[src/rtl/load_store_unit.sv]
`default_nettype none
// ============================================================================
// Module      : load_store_unit
// Description : Byte/half/word load-store engine that turns a single pipeline
//               access into one or two aligned 32-bit memory beats, handling
//               misaligned accesses, lane positioning and load extension.
// Revision    : 1.0 - initial release
// ============================================================================
module load_store_unit #(
   parameter logic [31:0] RESP_ERR_DATA = 32'hDEADC0DE
) (
   input  logic        clk,
   input  logic        rst_n,
   input  logic        req_valid,
   output logic        req_ready,
   input  logic        req_we,
   input  logic [2:0]  req_size,
   input  logic [31:0] req_addr,
   input  logic [31:0] req_wdata,
   output logic        rsp_valid,
   output logic [31:0] rsp_rdata,
   output logic        rsp_err,
   output logic        mem_valid,
   input  logic        mem_ready,
   output logic        mem_we,
   output logic [31:0] mem_addr,
   output logic [3:0]  mem_be,
   output logic [31:0] mem_wdata,
   input  logic        mem_rvalid,
   input  logic [31:0] mem_rdata
);

   typedef enum logic [1:0] {S_IDLE, S_REQ, S_WAIT, S_RESP} state_t;

   state_t      state_q, state_d;
   logic        we_q;
   logic [2:0]  size_q;
   logic [31:0] addr_q;
   logic [31:0] wdata_q;
   logic        beat_q;       // 0 = first beat, 1 = second beat
   logic [31:0] rdata0_q;     // first-beat read data of a split load
   logic [31:0] rsp_rdata_q;
   logic        rsp_err_q;

   logic [1:0]  w_off;
   logic [3:0]  w_nmask;
   logic [2:0]  w_nbytes;
   logic        w_two;
   logic        w_last;
   logic [7:0]  w_mask;
   logic [63:0] w_data64;
   logic [31:0] w_base;
   logic [63:0] w_rd64;
   logic [31:0] w_shift;
   logic [31:0] w_ext;
   logic        w_in_req;
   logic        w_req_legal;

   // Legal funct3 codes: stores only B/H/W, loads additionally BU/HU.
   function automatic logic f_legal(input logic we, input logic [2:0] sz);
      if (we) return (sz == 3'b000) || (sz == 3'b001) || (sz == 3'b010);
      else    return (sz == 3'b000) || (sz == 3'b001) || (sz == 3'b010) ||
                     (sz == 3'b100) || (sz == 3'b101);
   endfunction

   assign w_req_legal = f_legal(req_we, req_size);

   // Access geometry of the captured request: byte count, lanes, split decision.
   always_comb begin
      w_off = addr_q[1:0];
      case (size_q[1:0])
         2'b00:   begin w_nmask = 4'b0001; w_nbytes = 3'd1; end
         2'b01:   begin w_nmask = 4'b0011; w_nbytes = 3'd2; end
         default: begin w_nmask = 4'b1111; w_nbytes = 3'd4; end
      endcase
      w_two    = ({1'b0, w_off} + w_nbytes) > 3'd4;
      w_last   = beat_q | ~w_two;
      w_mask   = {4'b0000, w_nmask} << w_off;
      w_data64 = {32'h0, wdata_q} << {w_off, 3'b000};
      w_base   = {addr_q[31:2], 2'b00};
   end

   // Load result: merge beat data, shift the addressed bytes down, extend.
   always_comb begin
      w_rd64  = beat_q ? {mem_rdata, rdata0_q} : {32'h0, mem_rdata};
      w_shift = 32'(w_rd64 >> {w_off, 3'b000});
      case (size_q)
         3'b000:  w_ext = {{24{w_shift[7]}}, w_shift[7:0]};
         3'b001:  w_ext = {{16{w_shift[15]}}, w_shift[15:0]};
         3'b100:  w_ext = {24'h0, w_shift[7:0]};
         3'b101:  w_ext = {16'h0, w_shift[15:0]};
         default: w_ext = w_shift;
      endcase
   end

   // State register.
   always_ff @(posedge clk or negedge rst_n) begin
      if (!rst_n) state_q <= S_IDLE;
      else        state_q <= state_d;
   end

   // Next-state logic.
   always_comb begin
      state_d = state_q;
      case (state_q)
         S_IDLE: if (req_valid) state_d = w_req_legal ? S_REQ : S_RESP;
         S_REQ:  if (mem_ready) begin
                    if (!we_q)       state_d = S_WAIT;
                    else if (w_last) state_d = S_RESP;
                    else             state_d = S_REQ;
                 end
         S_WAIT: if (mem_rvalid) state_d = w_last ? S_RESP : S_REQ;
         S_RESP: state_d = S_IDLE;
         default: state_d = S_IDLE;
      endcase
   end

   // Request capture, beat sequencing and response data registers.
   always_ff @(posedge clk or negedge rst_n) begin
      if (!rst_n) begin
         we_q        <= 1'b0;
         size_q      <= 3'b000;
         addr_q      <= 32'h0;
         wdata_q     <= 32'h0;
         beat_q      <= 1'b0;
         rdata0_q    <= 32'h0;
         rsp_rdata_q <= 32'h0;
         rsp_err_q   <= 1'b0;
      end else begin
         case (state_q)
            S_IDLE: if (req_valid) begin
               we_q    <= req_we;
               size_q  <= req_size;
               addr_q  <= req_addr;
               wdata_q <= req_wdata;
               beat_q  <= 1'b0;
               if (w_req_legal) begin
                  rsp_err_q <= 1'b0;
               end else begin
                  rsp_err_q   <= 1'b1;
                  rsp_rdata_q <= RESP_ERR_DATA;
               end
            end
            S_REQ: if (mem_ready && we_q) begin
               if (w_last) rsp_rdata_q <= 32'h0;
               else        beat_q      <= 1'b1;
            end
            S_WAIT: if (mem_rvalid) begin
               if (w_last) begin
                  rsp_rdata_q <= w_ext;
               end else begin
                  rdata0_q <= mem_rdata;
                  beat_q   <= 1'b1;
               end
            end
            default: ;
         endcase
      end
   end

   assign w_in_req  = (state_q == S_REQ);
   assign req_ready = (state_q == S_IDLE);
   assign rsp_valid = (state_q == S_RESP);
   assign rsp_rdata = rsp_rdata_q;
   assign rsp_err   = rsp_err_q;
   assign mem_valid = w_in_req;
   assign mem_we    = w_in_req & we_q;
   assign mem_addr  = !w_in_req ? 32'h0 : (beat_q ? w_base + 32'd4 : w_base);
   assign mem_be    = !w_in_req ? 4'h0  : (beat_q ? w_mask[7:4] : w_mask[3:0]);
   assign mem_wdata = !w_in_req ? 32'h0 : (beat_q ? w_data64[63:32] : w_data64[31:0]);

endmodule
`default_nettype wire

[config.mk]
export PLATFORM = sky130hd
export DESIGN_NAME = load_store_unit
export DESIGN_NICKNAME = d
export VERILOG_FILES = /design/src/rtl/load_store_unit.sv
export SDC_FILE = /design/constraint.sdc
export NUM_CORES = 1
export LEC_CHECK = 0
export CAP_MARGIN = 10
export CORE_MARGIN = 2
export CORE_UTILIZATION = 51
export DETAILED_ROUTE_END_ITERATION = 10
export GPL_TIMING_DRIVEN = 0
export HOLD_SLACK_MARGIN = 0.03
export PLACE_DENSITY = 0.82
export SLEW_MARGIN = 20
export SYNTH_ARGS = -nofsm -noshare
export SYNTH_HDL_FRONTEND = slang
export SYNTH_SLANG_ARGS = --single-unit
[constraint.sdc]
create_clock -name clk -period 3.6 [get_ports clk]
set_clock_uncertainty 0.1 [all_clocks]
set_input_delay 0.9 -clock clk [delete_from_list [all_inputs] [get_ports clk]]
set_output_delay 0.9 -clock clk [all_outputs]
set_load 0.01 [all_outputs]
# After elaboration in Yosys (flattened, before gate mapping)
# Cells that the tools add are included.
[totals] ff_bits=136 input_bits=105 out_inout_bits=105 word_cells=83
[classes] n_addsub=2 order_cmp=1 n_eq_ne=18 shift=3 muxes=31 bitwise=4 reduce_logical=15
[op_table] cell="$mux W32" n=10
[op_table] cell="$pmux W32 S4" n=1
[op_table] cell="$pmux W32 S3" n=1
[op_table] cell="$mux W64" n=1
[op_table] cell="$shl A32 B5 Y64" n=1
[op_table] cell="$shr A64 B5 Y32" n=1
[op_table] cell="$add A32 B3 Y32 const B" n=1
[op_table] cell="$eq A3 B3 Y1 const B" n=4
[op_table] cell="$mux W2" n=6
[op_table] cell="$ne A2 B2 Y1 const B" n=6
[op_table] cell="$mux W4" n=2
[op_table] cell="$pmux W2 S4" n=1
[op_table] cell="$pmux W4 S2" n=1
[op_table] cell="$shl A4 B2 Y8" n=1
[op_table] cell="$reduce_and A7 Y1" n=1
[op_table] cell="$eq A3 B1 Y1 const B" n=2
[op_table] cell="$logic_not A3 Y1" n=2
[op_table] cell="$mux W1" n=6
[op_table] cell="$pmux W3 S2" n=1
[op_table] cell="$reduce_and A3 Y1" n=2
[op_table] cell="$eq A2 B1 Y1 const B" n=2
[op_table] cell="$eq A2 B2 Y1 const B" n=2
[op_table] cell="$logic_not A2 Y1" n=2
[op_table] cell="$logic_or A1 B1 Y1" n=4
[op_table] cell="12 further kinds" n=13

# Logic depth before layout (Yosys ltp)
# Gate-level depths: netlist of the first run.
[logic_depth] depth_word=10 ltp_mapped=12 ltp_nobuf=9

# Worst setup path after synthesis of the first run
# OpenSTA, ideal clock, no wires.
[synth_path] path_type="reg-to-reg" start="reg size_q[1]" end="reg rsp_rdata_q[17], in the netlist rsp_rdata[17]" setup_ps=126 t_arrival_ps=2792 required_ps=3374 slack_ps=582 path_stages_with_launch=12 path_buffers=3 synth_period_minus_slack_ps=3018 cell_sequence="dfrtp_1 buf_2 nor2_1 ha_1 inv_1 fa_1 xor2_1 nor3_1 or4_1 clkbuf_1 buf_6 a221o_1"
[synth_via] elab_chain_len=8 elab_cells_between_ends=18 cone_classes="add/sub (1); order compare (1); eq/ne (6); mux (5); bitwise (2); reduce/logical (3)"
[synth_lines] item="start, declared" line_no="37" rtl="logic [2:0] size_q;"
[synth_lines] item="start signal, assigned" line_no="133" rtl="size_q <= req_size;"
[synth_lines] item="$eq A2 B1 Y1 or $logic_not A2 Y1 (tied branches)" line_no="71" rtl="case (size_q[1:0])"
[synth_lines] item="$pmux W3 S2" line_no="71"
[synth_lines] item="$add A2 B3 Y3" line_no="76" rtl="w_two = ({1'b0, w_off} + w_nbytes) > 3'd4;"
[synth_lines] item="$gt A3 B3 Y1" line_no="76"
[synth_lines] item="$not A1 Y1" line_no="77" rtl="w_last = beat_q | ~w_two;"
[synth_lines] item="$or A1 B1 Y1" line_no="77"
[synth_lines] item="$ne A2 B2 Y1 (no source line)"
[synth_lines] item="$reduce_and A7 Y1 (no source line)"
[synth_lines] item="end signal, assigned" line_no="150" rtl="rsp_rdata_q <= w_ext;"
[synth_lines] item="end, declared" line_no="42" rtl="logic [31:0] rsp_rdata_q;"
# Several ways; a longest one is shown, not always the timed one. The select of a mux whose other input is x is not followed.
# A chain may end at the register's enable or synchronous reset.

# Worst setup path after layout of the first run
[layout_path] start="reg addr_q[15]" end="out mem_addr[21]"
[layout_via] elab_chain_len=3
[layout_lines] item="start, declared" line_no="38" rtl="logic [31:0] addr_q;"
[layout_lines] item="start signal, assigned" line_no="134" rtl="addr_q <= req_addr;"
[layout_lines] item="$add A32 B3 Y32" line_no="168" rtl="assign mem_addr = !w_in_req ? 32'h0 : (beat_q ? w_base + 32'd4 : w_base);"
[layout_lines] item="$mux W32 (2 in a row)" line_no="168"
[layout_lines] item="end, declared" line_no="26" rtl="output logic [31:0] mem_addr,"
# No other way between the ends.

==> results of run 1 <==
==> per-layer routing <==
metal	share of wire	global-route usage
met4	0.043	0.151
met2	0.47	0.525
met5	0	0
met3	0.10	0.0961
met1	0.39	0.420
==> cell usage in the layout (no fill, tap or decap), types with 7 or more instances in the layout <==
| cell type | synthesis | layout |
|---|---|---|
| clkdlybuf4s50_1 | 0 | 158 |
| dfrtp_1 | 136 | 134 |
| mux2_2 | 119 | 119 |
| mux2i_1 | 73 | 71 |
| nor2_1 | 65 | 63 |
| nand2_1 | 49 | 47 |
| o21ai_0 | 36 | 36 |
| dlymetal6s2s_1 | 0 | 32 |
| buf_4 | 7 | 31 |
| a21oi_1 | 28 | 27 |
| nand3_1 | 29 | 27 |
| xnor2_1 | 17 | 17 |
| clkbuf_16 | 0 | 17 |
| inv_1 | 17 | 16 |
| o22ai_1 | 19 | 14 |
| o22a_1 | 14 | 14 |
| nand4_1 | 14 | 14 |
| dlygate4sd2_1 | 0 | 12 |
| a22oi_1 | 11 | 11 |
| buf_2 | 21 | 10 |
| nor3_1 | 15 | 10 |
| or3_1 | 8 | 8 |
| xor2_1 | 8 | 8 |
| buf_1 | 11 | 8 |
| ha_1 | 8 | 8 |
| clkbuf_4 | 0 | 7 |
| buf_6 | 2 | 7 |
| clkbuf_8 | 0 | 7 |
| nor4_2 | 1 | 7 |
| nor4_1 | 15 | 7 |
| a22o_1 | 7 | 7 |
==> where the power goes <==
part,total [mW],switching (mW),internal [mW]
combinational,7.06,3.74,3.32
sequential,3.06,0.743,2.32
clock,1.75,0.665,1.08
==> sequential cells by signal, summed over array words and instances, names as in the netlist <==
register and flops:
size_q 3, rsp_rdata 32, rdata0_q 32, we_q 1
state_q 2, addr_q 32, wdata_q 32, rsp_err 1
beat_q 1
==> per-stage QoR <==
| stage | TNS, ns | instances |
|---|---|---|
| 2_1_floorplan | 0 | 867 |
| 3_3_place_gp | -532.18 | 1294 |
| 3_5_place_dp | -8.13 | 1295 |
| 4_1_cts | -0.109 | 1330 |
| 5_1_grt | -0.427 | 1335 |
| 6_report | -0.0472 | 1335 |
==> worst reg2reg max path, stage by stage (launching register included) <==
cell and delay, ns:
dfrtp_2 0.45, inv_2 0.24, buf_2 0.38, fa_1 0.49, a21o_1 0.23, nor2_1 0.31, nand3_1 0.39, buf_2 0.38
mux2_2 0.32
==> cells by family (layout without fill, tap and decap cells) <==
logic type | Yosys count | after routing
AO/OA/AOI/OAI | 174 | 174
XOR/XNOR | 25 | 25
adder cells (fa/ha/maj) | 9 | 9
buffers and inverters | 89 | 336
flip-flops | 136 | 136
multiplexers | 196 | 196
other | 1 | 3
AND/OR/NAND/NOR | 236 | 236
==> worst paths after layout <==
check                             start      endpoint  slack (ns)  cells past startpoint
hold / removal                    rst_n  rdata0_q[28]        0.24                      1
max in group asynchronous         rst_n        beat_q        2.36                      2
hold reg to reg            rsp_rdata[7]  rsp_rdata[7]        0.38                      2
min in group clk           rsp_rdata[7]  rsp_rdata[7]        0.38                      2
setup / recovery             addr_q[15]  mem_addr[21]       -0.03                      8
setup reg to reg              addr_q[1]  rdata0_q[31]        0.20                      8
==> area by class of cell <==
type,count,share of cell area
antenna,1,0.000205
clock inverter,8,0.00779
sequential,136,0.279
tap,220,0.0225
buffer,63,0.0395
multi-input combinational,642,0.419
timing repair buffer,223,0.186
inverter,19,0.00615
clock buffer,23,0.0400
==> what timing repair did <==
action,4_1_cts,5_1_grt
endpoints found under the setup margin,101,93
buffers inserted,11,4
gates resized for setup,105,83
endpoints found under the hold margin,0,0
pin swaps,2,2
==> cell usage after synthesis, types with 6 or more instances <==
master	instances
nand3_1	29
nand2_1	49
nor3_1	15
nor4_1	15
buf_2	21
and2_1	8
o221ai_1	6
o22ai_1	19
inv_1	17
buf_1	11
a22oi_1	11
dfrtp_1	136
xnor2_1	17
or3_1	8
ha_1	8
nand4_1	14
o21ai_0	36
buf_4	7
a21oi_1	28
nor2_1	65
clkbuf_1	29
o22a_1	14
and3_1	8
xor2_1	8
mux2i_1	73
a22o_1	7
mux2_2	119
a221o_1	6
==> flow_summary.html, run 1 <==
<table>
<tr><th>Metric</th><th>Value</th></tr>
<tr><th colspan="2">Critical path</th></tr>
<tr><td>Critical Path, Cell by Cell</td><td>nand4_1 &gt; or2_1 &gt; buf_6 &gt; clkbuf_4 &gt; nor3_4 &gt; xnor2_1 &gt; nor2_1 &gt; clkdlybuf4s50_1</td></tr>
<tr><td>CP top delay family</td><td>buffers and inverters</td></tr>
<tr><td>Peak fanout along the critical path</td><td>10</td></tr>
<tr><td>Worst path buffer plus inverter count</td><td>3</td></tr>
<tr><td>Arrival time of the worst setup path</td><td>approximately 2.6 ns</td></tr>
<tr><td>CP max stage cell</td><td>clkdlybuf4s50_1</td></tr>
<tr><td>Kind of start point of the critical path</td><td>register</td></tr>
<tr><td>Crit Path Class</td><td>reg2out</td></tr>
<tr><td>WP data required</td><td>around 2.6 ns</td></tr>
<tr><td>Slowest stage delay, CP</td><td>about 0.57 ns</td></tr>
<tr><td>Crit end category</td><td>output pin</td></tr>
<tr><th colspan="2">Synthesis</th></tr>
<tr><td>Library cells used by synthesis</td><td>66</td></tr>
<tr><td>Most frequently used flop master after synthesis</td><td>dfrtp_1</td></tr>
<tr><td>Mean instance size in the synthesized netlist</td><td>between 10 and 15 um2</td></tr>
<tr><td>Share of synthesized cell area in full adder, half adder and majority cells</td><td>0.0138</td></tr>
<tr><td>Top-area cell type share of the netlist area</td><td>0.391</td></tr>
<tr><td>Combinational family with the most area after synthesis</td><td>multiplexers</td></tr>
<tr><td>Syn. warnings</td><td>0</td></tr>
<tr><td>Multiplexer area fraction after synthesis</td><td>0.248</td></tr>
<tr><td>Leading cell types by total area after synthesis</td><td>dfrtp_1 (39%), mux2_2 (15%), mux2i_1 (8.4%)</td></tr>
<tr><td>Synth Area in XOR/XNOR</td><td>0.0252</td></tr>
<tr><td>Area fraction in compound gates after synthesis</td><td>0.141</td></tr>
<tr><td>Area of the mapped netlist</td><td>between 0.008 and 0.009 mm2</td></tr>
<tr><td>Post-synthesis cell type with the largest combined area</td><td>dfrtp_1</td></tr>
<tr><td>Post-synthesis share of cell area spent on and, or, nand and nor gates</td><td>0.134</td></tr>
<tr><td>Number of instances in the synthesized netlist</td><td>866</td></tr>
<tr><td>Async set or reset register ratio after synthesis</td><td>1.00</td></tr>
<tr><td>Number of enable-type register cells in the synthesized netlist</td><td>0</td></tr>
<tr><td>Part of the Yosys area used for sequential elements</td><td>0.391</td></tr>
<tr><td>Flip-flop and latch count after synthesis</td><td>136</td></tr>
<tr><th colspan="2">Place</th></tr>
<tr><td>Last weighted congestion value of the routability-driven placer</td><td>roughly 1.0</td></tr>
<tr><td>Cell area after placement</td><td>approximately 0.011 mm2</td></tr>
<tr><td>Detail Placement HPWL</td><td>between 20 and 25 mm</td></tr>
<tr><td>Number of buffers inserted by port buffering</td><td>between 200 and 250</td></tr>
<tr><td>Pre-CTS WS</td><td>-0.697 ns</td></tr>
<tr><th colspan="2">CTS</th></tr>
<tr><td>TritonCTS clock tree</td><td>done</td></tr>
<tr><td>TritonCTS Sinks</td><td>136</td></tr>
<tr><td>Clock latency on the worst-skew pair</td><td>0.43 ns</td></tr>
<tr><td>Maximum root-to-sink buffer count</td><td>2</td></tr>
<tr><td>Number of buffers inserted during clock tree synthesis</td><td>17</td></tr>
<tr><td>H-tree depth reported by CTS</td><td>4</td></tr>
<tr><td>Root buffer selected by CTS</td><td>clkbuf_16</td></tr>
<tr><td>CTS clock-pin slew for the worst setup and hold paths</td><td>approximately 0.060 ns</td></tr>
<tr><td>Hold-fix buffer count after cts</td><td>0</td></tr>
<tr><th colspan="2">Global routing</th></tr>
<tr><td>Total GRT Usage</td><td>0.331</td></tr>
<tr><td>Number of antenna violations at the first check in global routing</td><td>1</td></tr>
<tr><td>Global-route congestion overflow total</td><td>0</td></tr>
<tr><td>Wire length of the first global-routing pass</td><td>around 46 mm</td></tr>
<tr><td>Pin count of the biggest net entering global routing</td><td>100</td></tr>
<tr><td>Number of global-route vias before repair</td><td>about 8,500</td></tr>
<tr><th colspan="2">Timing</th></tr>
<tr><td>Minimum clock period after layout</td><td>3.63 ns</td></tr>
<tr><td>Crit share post-route</td><td>1.01</td></tr>
<tr><td>Unrepaired setup endpoints after global routing</td><td>true</td></tr>
<tr><td>Peak clock frequency supported by timing</td><td>approximately 280 MHz</td></tr>
<tr><td>Slew of the pin with the lowest slew margin</td><td>0.900 ns</td></tr>
<tr><td>Worst slew margin relative to its limit</td><td>0.394</td></tr>
<tr><td>Hold violation count in the final report</td><td>0</td></tr>
<tr><td>Worst hold margin</td><td>about 0.24 ns</td></tr>
<tr><td># setup viols final</td><td>2</td></tr>
<tr><td>Post-layout worst setup margin</td><td>-0.0307 ns</td></tr>
<tr><td>Number of pins exceeding their max-slew limit in the final report</td><td>0</td></tr>
<tr><th colspan="2">Final layout</th></tr>
<tr><td>Fill cells</td><td>1,150</td></tr>
<tr><td>Storage cell area</td><td>0.00341 mm2</td></tr>
<tr><td>NumNets Final</td><td>approximately 1,200</td></tr>
<tr><td>P&amp;R area growth vs syn</td><td>40.3%</td></tr>
<tr><td>Final instance area</td><td>about 0.012 mm2</td></tr>
<tr><td>Share of post-route cells with drive strength above 1</td><td>0.245</td></tr>
<tr><td>Area of combinational cells with multiple inputs</td><td>between 0.005 and 0.006 mm2</td></tr>
<tr><td>Share of the core filled with cells in the final layout</td><td>0.734</td></tr>
<tr><th colspan="2">Run status</th></tr>
<tr><td>Status</td><td>finished with violations</td></tr>
<tr><td>Violations in the final reports</td><td>setup timing</td></tr>
<tr><th colspan="2">Job</th></tr>
<tr><td>Max Cap Violations</td><td>0</td></tr>
<tr><th colspan="2">Power and ir drop</th></tr>
<tr><td>Final Total Pwr</td><td>~12 mW</td></tr>
<tr><td>Static power due to leakage</td><td>5.58 nW</td></tr>
<tr><td>Power density cells</td><td>about 1000 mW/mm2</td></tr>
<tr><td>Worst voltage drop across the vdd grid</td><td>slightly below 500 uV</td></tr>
<tr><th colspan="2">Detailed routing</th></tr>
<tr><td>Detailed Routing Iterations Pass 1</td><td>5</td></tr>
<tr><td>Starting DRC count in detailed routing</td><td>roughly 900</td></tr>
<tr><td>Routed wire length</td><td>~30 mm</td></tr>
<tr><td>Via count</td><td>8,563</td></tr>
<tr><td>Average vias per placed instance</td><td>6.41</td></tr>
<tr><td>Remaining DRCs</td><td>0</td></tr>
<tr><td>Final antenna-violating net count</td><td>0</td></tr>
<tr><td>WL per Instance</td><td>between 20 and 25 um</td></tr>
<tr><th colspan="2">Floorplanning</th></tr>
<tr><td>Number of rows created at floorplan</td><td>between 40 and 50</td></tr>
<tr><td>Floorplan die width</td><td>about 130 um</td></tr>
<tr><td>Chip Height</td><td>about 130 um</td></tr>
<tr><td>Die ar.</td><td>roughly 0.018 mm2</td></tr>
<tr><td>Number of top-level pins</td><td>210</td></tr>
<tr><td>Initial standard-cell utilization of the core</td><td>0.523</td></tr>
<tr><td>Core box area</td><td>around 0.017 mm2</td></tr>
<tr><th colspan="2">Worst hold path</th></tr>
<tr><td>Class of the tightest hold or removal check</td><td>in2async</td></tr>
</table>
Note: power is estimated with default switching activity, not from simulation.
==> inputs of run 2 (changes only) <==
- CORE_UTILIZATION: 51 -> 50
- PLACE_DENSITY: 0.82 -> 0.8
==> flow_summary.html, run 2 (synthesis gave the netlist of run 1 again) <==
<table>
<tr><th>Metric</th><th>Value</th></tr>
<tr><th colspan="2">Critical path</th></tr>
<tr><td>CP max stage cell</td><td>clkdlybuf4s50_1</td></tr>
<tr><td>Crit Path Class</td><td>reg2out</td></tr>
<tr><td>End point of the critical path</td><td>mem_addr[25]</td></tr>
<tr><td>WP depth</td><td>8</td></tr>
<tr><td>Kind of start point of the critical path</td><td>register</td></tr>
<tr><td>Arrival time of the worst setup path</td><td>roughly 2.6 ns</td></tr>
<tr><td>Worst flop-to-flop path endpoint</td><td>rsp_rdata[21]</td></tr>
<tr><td>CP top delay family</td><td>buffers and inverters</td></tr>
<tr><td>Slowest stage delay, CP</td><td>0.61 ns</td></tr>
<tr><td>Worst path buffer plus inverter count</td><td>3</td></tr>
<tr><td>Cell count of the worst reg-to-reg path</td><td>11</td></tr>
<tr><td>WP data required</td><td>approximately 2.6 ns</td></tr>
<tr><td>Reg-to-Reg Start</td><td>size_q[1]</td></tr>
<tr><td>Register-to-register path setup slack</td><td>0.17 ns</td></tr>
<tr><td>Start point of the critical path</td><td>addr_q[3]</td></tr>
<tr><td>Critical Path, Cell by Cell</td><td>buf_4 &gt; and3_4 &gt; nand4_1 &gt; buf_6 &gt; nor4_2 &gt; xnor2_1 &gt; nor2_1 &gt; clkdlybuf4s50_1</td></tr>
<tr><td>Crit end category</td><td>output pin</td></tr>
<tr><td>Peak fanout along the critical path</td><td>9</td></tr>
<tr><th colspan="2">Global routing</th></tr>
<tr><td>Number of antenna violations at the first check in global routing</td><td>1</td></tr>
<tr><td>Global-route congestion overflow total</td><td>0</td></tr>
<tr><td>Wire length of the first global-routing pass</td><td>between 40 and 50 mm</td></tr>
<tr><td>Pin count of the biggest net entering global routing</td><td>84</td></tr>
<tr><td>Number of global-route vias before repair</td><td>roughly 8,200</td></tr>
<tr><td>Total GRT Usage</td><td>0.323</td></tr>
<tr><th colspan="2">Power and ir drop</th></tr>
<tr><td>Sw Ratio</td><td>0.433</td></tr>
<tr><td>Part of the total power dissipated in the clock network</td><td>0.142</td></tr>
<tr><td>Power share of the combinational group</td><td>0.599</td></tr>
<tr><td>Power density cells</td><td>just under 1000 mW/mm2</td></tr>
<tr><td>Total net switching power</td><td>around 5.1 mW</td></tr>
<tr><td>Sequential group share of total power</td><td>0.259</td></tr>
<tr><td>Worst voltage drop across the vdd grid</td><td>about 500 uV</td></tr>
<tr><td>Static power due to leakage</td><td>5.37 nW</td></tr>
<tr><td>Internal power</td><td>around 6.7 mW</td></tr>
<tr><th colspan="2">Final layout</th></tr>
<tr><td>P&amp;R area growth vs syn</td><td>40.1%</td></tr>
<tr><td>NumNets Final</td><td>1,219</td></tr>
<tr><td>Fill cells</td><td>1,278</td></tr>
<tr><td>Storage cell area</td><td>about 0.0034 mm2</td></tr>
<tr><td>Diode count</td><td>0</td></tr>
<tr><td>Most common cell after layout, fill and taps aside</td><td>clkdlybuf4s50_1</td></tr>
<tr><td>Area of combinational cells with multiple inputs</td><td>0.00512 mm2</td></tr>
<tr><td>Most used cells in the layout excluding fill and tap cells</td><td>clkdlybuf4s50_1 (168), dfrtp_1 (132), mux2_2 (119)</td></tr>
<tr><td>Share of post-route cells with drive strength above 1</td><td>0.247</td></tr>
<tr><th colspan="2">Timing</th></tr>
<tr><td>Worst hold margin</td><td>between 0.2 and 0.3 ns</td></tr>
<tr><td>Post-layout worst setup margin</td><td>-0.0386 ns</td></tr>
<tr><td>Peak clock frequency supported by timing</td><td>275 MHz</td></tr>
<tr><td>Worst slew margin relative to its limit</td><td>0.357</td></tr>
<tr><td>Hold violation count in the final report</td><td>0</td></tr>
<tr><td>Slew of the pin with the lowest slew margin</td><td>~0.96 ns</td></tr>
<tr><td>Minimum clock period after layout</td><td>between 3 and 4 ns</td></tr>
<tr><td>Number of pins exceeding their max-slew limit in the final report</td><td>0</td></tr>
<tr><td>Crit share post-route</td><td>1.01</td></tr>
<tr><td># setup viols final</td><td>1</td></tr>
<tr><th colspan="2">CTS</th></tr>
<tr><td>TritonCTS Sinks</td><td>around 140</td></tr>
<tr><td>Clock latency on the worst-skew pair</td><td>between 0.4 and 0.5 ns</td></tr>
<tr><td>CTS clock-pin slew for the worst setup and hold paths</td><td>approximately 0.06 ns</td></tr>
<tr><td>Maximum root-to-sink buffer count</td><td>2</td></tr>
<tr><td>TritonCTS clock tree</td><td>done</td></tr>
<tr><td>Root buffer selected by CTS</td><td>clkbuf_16</td></tr>
<tr><td>Number of buffers inserted during clock tree synthesis</td><td>17</td></tr>
<tr><td>Hold-fix buffer count after cts</td><td>0</td></tr>
<tr><td>H-tree depth reported by CTS</td><td>4</td></tr>
<tr><th colspan="2">Worst hold path</th></tr>
<tr><td>Class of the tightest hold or removal check</td><td>in2async</td></tr>
<tr><th colspan="2">Floorplanning</th></tr>
<tr><td>Initial standard-cell utilization of the core</td><td>0.507</td></tr>
<tr><td>Number of rows created at floorplan</td><td>48</td></tr>
<tr><td>Floorplan die width</td><td>around 140 um</td></tr>
<tr><td>Number of top-level pins</td><td>210</td></tr>
<tr><td>Die ar.</td><td>between 0.015 and 0.02 mm2</td></tr>
<tr><td>Core box area</td><td>between 0.015 and 0.02 mm2</td></tr>
<tr><td>Chip Height</td><td>about 140 um</td></tr>
<tr><th colspan="2">Job</th></tr>
<tr><td>Max Cap Violations</td><td>0</td></tr>
<tr><th colspan="2">Detailed routing</th></tr>
<tr><td>Via count</td><td>approximately 8,400</td></tr>
<tr><td>Remaining DRCs</td><td>0</td></tr>
<tr><td>Starting DRC count in detailed routing</td><td>around 760</td></tr>
<tr><td>Final antenna-violating net count</td><td>0</td></tr>
<tr><td>Routed wire length</td><td>30.1 mm</td></tr>
<tr><td>Detailed Routing Iterations Pass 1</td><td>6</td></tr>
<tr><td>Average vias per placed instance</td><td>between 6 and 7</td></tr>
<tr><td>WL per Instance</td><td>approximately 22 um</td></tr>
<tr><th colspan="2">Run status</th></tr>
<tr><td>Status</td><td>finished with violations</td></tr>
<tr><td>Violations in the final reports</td><td>setup timing</td></tr>
<tr><th colspan="2">Place</th></tr>
<tr><td>Number of buffers inserted by port buffering</td><td>about 210</td></tr>
<tr><td>Pre-CTS WS</td><td>-0.673 ns</td></tr>
<tr><td>Detail Placement HPWL</td><td>about 21 mm</td></tr>
<tr><td>Last weighted congestion value of the routability-driven placer</td><td>slightly below 1</td></tr>
</table>
## run 2: changes by cell type in the layout (fill, tap and decap cells not counted), sizes merged
cell,before,now
dlygate4sd2,12,14
clkdlybuf4s50,158,168
clkbuf,43,39
buf,63,67
diode,1,0
clkdlybuf4s15,1,0
clkinvlp,3,4
dlymetal6s2s,32,22
## run 2: worst min-delay path by stage
| stage | start | end | slack [ns] | cells past startpoint |
|---|---|---|---|---|
| 6_report | rst_n | rdata0_q[28] | 0.28 | 1 |
| 5_1_grt | rst_n | rdata0_q[28] | 0.32 | 1 |
| 4_1_cts | rst_n | rdata0_q[28] | 0.30 | 1 |
| 3_5_place_dp | rsp_rdata[10] | rsp_rdata[10] | 0.38 | 2 |
| 3_3_place_gp | rsp_rdata[7] | rsp_rdata[7] | 0.36 | 2 |
| 2_1_floorplan | rdata0_q[0] | rdata0_q[0] | 0.37 | 1 |
## run 2: power groups by stage
stage / combinational (mW) / sequential (mW) / clock (mW)
after floorplan: 4.17 / 2.90 / 0
after global placement: 6.37 / 2.99 / 0
after detailed placement: 6.49 / 3.03 / 0
after CTS: 6.77 / 3.00 / 1.68
after global routing: 7.53 / 3.15 / 1.75
final: 7.08 / 3.06 / 1.68
## run 2: layout make-up
type	count	share of cell area
Multi-Input combinational cell	642	0.420
Sequential cell	136	0.280
Clock buffer	21	0.0369
Timing Repair Buffer	226	0.186
Clock inverter	9	0.00841
Buffer	63	0.0400
Inverter	19	0.00616
Tap cell	225	0.0231
## run 2: layer usage
| metal | GRT usage | up-vias | wire, um |
|---|---|---|---|
| met2 | 0.500 | 510 | 13800 |
| met4 | 0.161 | 2 | 1450 |
| met5 | 0 | - | 14 |
| met1 | 0.431 | 4085 | 12200 |
| li1 | - | 3708 | - |
| met3 | 0.0671 | 118 | 2670 |
## run 2: stage by stage
| step | setup TNS [ns] | power [mW] | cells | util | area, um2 |
|---|---|---|---|---|---|
| floorplan | 0 | 7.07 | 867 | - | 8710 |
| global placement | -531.44 | 9.36 | 1299 | 0.644 | 11100 |
| detailed placement | -9.37 | 9.51 | 1300 | 0.646 | 11100 |
| CTS | 0 | 11.5 | 1331 | 0.694 | 11900 |
| global route | -0.453 | 12.4 | 1341 | 0.710 | 12200 |
| finish | -0.0386 | 11.8 | 1341 | 0.710 | 12200 |
## run 2: what timing repair did
action                                  4_1_cts  5_1_grt
endpoints found under the setup margin      101       60
gates resized for setup                     106       72
pin swaps                                     4        2
setup buffers                                 8       10
==> inputs of run 3 (changes only) <==
- ABC_AREA: not set -> 1
==> flow_summary.html, run 3 <==
<table>
<tr><th>Metric</th><th>Value</th></tr>
<tr><th colspan="2">Synthesis</th></tr>
<tr><td>Cell with the most instances after synthesis</td><td>nand2_1</td></tr>
<tr><td>Library cells used by synthesis</td><td>between 40 and 50</td></tr>
<tr><td>Number of enable-type register cells in the synthesized netlist</td><td>0</td></tr>
<tr><td>Post-synthesis cell type with the largest combined area</td><td>dfrtp_1</td></tr>
<tr><td>List of most frequent post-synthesis cells</td><td>nand2_1 (355), dfrtp_1 (136), inv_1 (130), o21ai_0 (128), nor2_1 (117)</td></tr>
<tr><td>Part of the Yosys area used for sequential elements</td><td>0.385</td></tr>
<tr><td>Flip-flop and latch count after synthesis</td><td>around 140</td></tr>
<tr><td>Leading cell types by total area after synthesis</td><td>dfrtp_1 (39%), nand2_1 (15%), o21ai_0 (7.3%)</td></tr>
<tr><td>Most frequently used flop master after synthesis</td><td>dfrtp_1</td></tr>
<tr><td>Async set or reset register ratio after synthesis</td><td>1.00</td></tr>
<tr><td>Syn. warnings</td><td>0</td></tr>
<tr><td>Mean instance size in the synthesized netlist</td><td>7.06 um2</td></tr>
<tr><td>Number of instances in the synthesized netlist</td><td>about 1,300</td></tr>
<tr><td>Area of the mapped netlist</td><td>~0.0088 mm2</td></tr>
<tr><td>Top-area cell type share of the netlist area</td><td>0.385</td></tr>
<tr><th colspan="2">Place</th></tr>
<tr><td>Detail Placement HPWL</td><td>around 25 mm</td></tr>
<tr><td>Pre-CTS WS</td><td>-0.377 ns</td></tr>
<tr><td>Number of buffers inserted by port buffering</td><td>about 210</td></tr>
<tr><td>Last weighted congestion value of the routability-driven placer</td><td>0.958</td></tr>
<tr><th colspan="2">CTS</th></tr>
<tr><td>Clock latency on the worst-skew pair</td><td>roughly 0.44 ns</td></tr>
<tr><td>TritonCTS clock tree</td><td>done</td></tr>
<tr><td>CTS clock-pin slew for the worst setup and hold paths</td><td>0.06 ns</td></tr>
<tr><td>Root buffer selected by CTS</td><td>clkbuf_16</td></tr>
<tr><td>Maximum root-to-sink buffer count</td><td>2</td></tr>
<tr><td>Hold-fix buffer count after cts</td><td>0</td></tr>
<tr><td>H-tree depth reported by CTS</td><td>4</td></tr>
<tr><td>TritonCTS Sinks</td><td>around 140</td></tr>
<tr><td>Number of buffers inserted during clock tree synthesis</td><td>17</td></tr>
<tr><th colspan="2">Final layout</th></tr>
<tr><td>Most used cells in the layout excluding fill and tap cells</td><td>nand2_1 (351), clkdlybuf4s50_1 (179), dfrtp_1 (131)</td></tr>
<tr><td>Storage cell area</td><td>roughly 0.0034 mm2</td></tr>
<tr><td>Area of combinational cells with multiple inputs</td><td>approximately 0.0048 mm2</td></tr>
<tr><td>Share of post-route cells with drive strength above 1</td><td>0.133</td></tr>
<tr><td>P&amp;R area growth vs syn</td><td>37.5%</td></tr>
<tr><td>Share of the core filled with cells in the final layout</td><td>0.702</td></tr>
<tr><td>Fill cells</td><td>around 1,500</td></tr>
<tr><td>NumNets Final</td><td>between 1,500 and 2,000</td></tr>
<tr><td>Most common cell after layout, fill and taps aside</td><td>nand2_1</td></tr>
<tr><th colspan="2">Timing</th></tr>
<tr><td>Slew of the pin with the lowest slew margin</td><td>between 0.7 and 0.8 ns</td></tr>
<tr><td># setup viols final</td><td>0</td></tr>
<tr><td>Minimum clock period after layout</td><td>3.56 ns</td></tr>
<tr><td>Hold violation count in the final report</td><td>0</td></tr>
<tr><td>Worst slew margin relative to its limit</td><td>0.526</td></tr>
<tr><td>Unrepaired setup endpoints after global routing</td><td>true</td></tr>
<tr><td>Crit share post-route</td><td>0.989</td></tr>
<tr><td>Post-layout worst setup margin</td><td>~0.04 ns</td></tr>
<tr><td>Number of pins exceeding their max-slew limit in the final report</td><td>0</td></tr>
<tr><td>Peak clock frequency supported by timing</td><td>281 MHz</td></tr>
<tr><th colspan="2">Critical path</th></tr>
<tr><td>Register-to-register path setup slack</td><td>0.39 ns</td></tr>
<tr><td>Start point of the critical path</td><td>beat_q</td></tr>
<tr><td>Reg-to-Reg Start</td><td>addr_q[1]</td></tr>
<tr><td>Cell count of the worst reg-to-reg path</td><td>9</td></tr>
<tr><td>Worst flop-to-flop path endpoint</td><td>rdata0_q[7]</td></tr>
<tr><td>Slowest stage delay, CP</td><td>roughly 0.60 ns</td></tr>
<tr><td>End point of the critical path</td><td>mem_addr[2]</td></tr>
<tr><td>Peak fanout along the critical path</td><td>10</td></tr>
<tr><td>Crit Path Class</td><td>reg2out</td></tr>
<tr><td>CP max stage cell</td><td>clkdlybuf4s50_1</td></tr>
<tr><td>WP data required</td><td>approximately 2.6 ns</td></tr>
<tr><td>Arrival time of the worst setup path</td><td>~2.6 ns</td></tr>
<tr><td>Critical Path, Cell by Cell</td><td>buf_6 &gt; buf_4 &gt; buf_6 &gt; buf_4 &gt; nor2_1 &gt; nor2_1 &gt; clkdlybuf4s50_1</td></tr>
<tr><td>Crit end category</td><td>output pin</td></tr>
<tr><td>Kind of start point of the critical path</td><td>register</td></tr>
<tr><th colspan="2">Power and ir drop</th></tr>
<tr><td>Power density cells</td><td>between 900 and 1000 mW/mm2</td></tr>
<tr><td>Static power due to leakage</td><td>about 6 nW</td></tr>
<tr><td>Final Total Pwr</td><td>~11 mW</td></tr>
<tr><td>Worst voltage drop across the vdd grid</td><td>around 590 uV</td></tr>
<tr><th colspan="2">Global routing</th></tr>
<tr><td>Pin count of the biggest net entering global routing</td><td>70</td></tr>
<tr><td>Total GRT Usage</td><td>0.356</td></tr>
<tr><td>Number of antenna violations at the first check in global routing</td><td>0</td></tr>
<tr><td>Global-route congestion overflow total</td><td>0</td></tr>
<tr><td>Number of global-route vias before repair</td><td>about 9,400</td></tr>
<tr><td>Wire length of the first global-routing pass</td><td>between 50 and 60 mm</td></tr>
<tr><th colspan="2">Detailed routing</th></tr>
<tr><td>Starting DRC count in detailed routing</td><td>roughly 890</td></tr>
<tr><td>Via count</td><td>roughly 9,800</td></tr>
<tr><td>Average vias per placed instance</td><td>5.67</td></tr>
<tr><td>Final antenna-violating net count</td><td>0</td></tr>
<tr><td>Remaining DRCs</td><td>0</td></tr>
<tr><td>Routed wire length</td><td>32.7 mm</td></tr>
<tr><td>Detailed Routing Iterations Pass 1</td><td>5</td></tr>
<tr><td>WL per Instance</td><td>around 19 um</td></tr>
<tr><th colspan="2">Floorplanning</th></tr>
<tr><td>Die ar.</td><td>0.0187 mm2</td></tr>
<tr><td>Core box area</td><td>between 0.015 and 0.02 mm2</td></tr>
<tr><td>Floorplan die width</td><td>roughly 140 um</td></tr>
<tr><td>Initial standard-cell utilization of the core</td><td>0.510</td></tr>
<tr><td>Chip Height</td><td>about 140 um</td></tr>
<tr><td>Number of top-level pins</td><td>210</td></tr>
<tr><td>Number of rows created at floorplan</td><td>48</td></tr>
<tr><th colspan="2">Run status</th></tr>
<tr><td>Status</td><td>completed</td></tr>
<tr><th colspan="2">Worst hold path</th></tr>
<tr><td>Class of the tightest hold or removal check</td><td>in2async</td></tr>
<tr><th colspan="2">Job</th></tr>
<tr><td>Max Cap Violations</td><td>0</td></tr>
</table>
[run 3: stage by stage]
step	instance area [um2]	cells	hold WS (ns)	setup TNS, ns
3_3_place_gp	11200	1683	0.365	-528.10
3_5_place_dp	11200	1684	0.369	-1.72
2_1_floorplan	8830	1251	0.364	0
6_report	12100	1722	0.295	0
5_1_grt	12100	1721	0.344	-0.118
4_1_cts	11900	1716	0.321	0
[run 3: report_power, final]
group          switching, mW  internal (mW)
clock network          0.779          0.906
registers              0.571           2.30
logic                   4.18           2.69
[run 3: layer usage]
metal | wire length [um] | GRT usage
met3 | 2600 | 0.0559
met4 | 1490 | 0.173
met2 | 15300 | 0.577
met5 | 0 | 0
met1 | 13300 | 0.466
[run 3: how the worst min path moves through the flow]
stage                       start       endpoint  cells after the start
finish                      rst_n   rdata0_q[13]                      1
detailed placement   rsp_rdata[8]   rsp_rdata[8]                      2
global route                rst_n   rdata0_q[13]                      1
floorplan            rdata0_q[16]   rdata0_q[16]                      1
CTS                         rst_n   rdata0_q[13]                      1
global placement    rsp_rdata[13]  rsp_rdata[13]                      2
[run 3: layout make-up]
class	count	share of cell area
diodes	1	0.000206
plain buffers	66	0.0365
clock buffers	17	0.0350
clock inverters	15	0.0108
inverters	137	0.0424
multi-input cells	911	0.393
flip-flops and latches	136	0.281
well taps	225	0.0232
repair buffers	214	0.178
[run 3: repair_timing]
action                                  in CTS  in global routing
pin swaps                                    0                  6
buffers inserted                             0                  6
gates resized for setup                     66                 71
endpoints found under the setup margin      66                 37
[run 3: cell families (layout without fill, tap and decap cells)]
logic type,Yosys count,count (layout),share of synthesized area
other cells,1,3,0.000425
xor+xnor,3,3,0.00298
flops,136,136,0.385
simple gates,588,588,0.281
compound gates,266,266,0.165
buf+inv,204,449,0.0985
fa+ha+maj,9,9,0.0136
mux,43,43,0.0537
[run 3: worst max-delay path: cells and delay by family (launching register included)]
kind                   cells  cell delay [ns]
and+or+nand+nor            2             0.32
buffers and inverters      5             1.38
DFF                        1             0.42
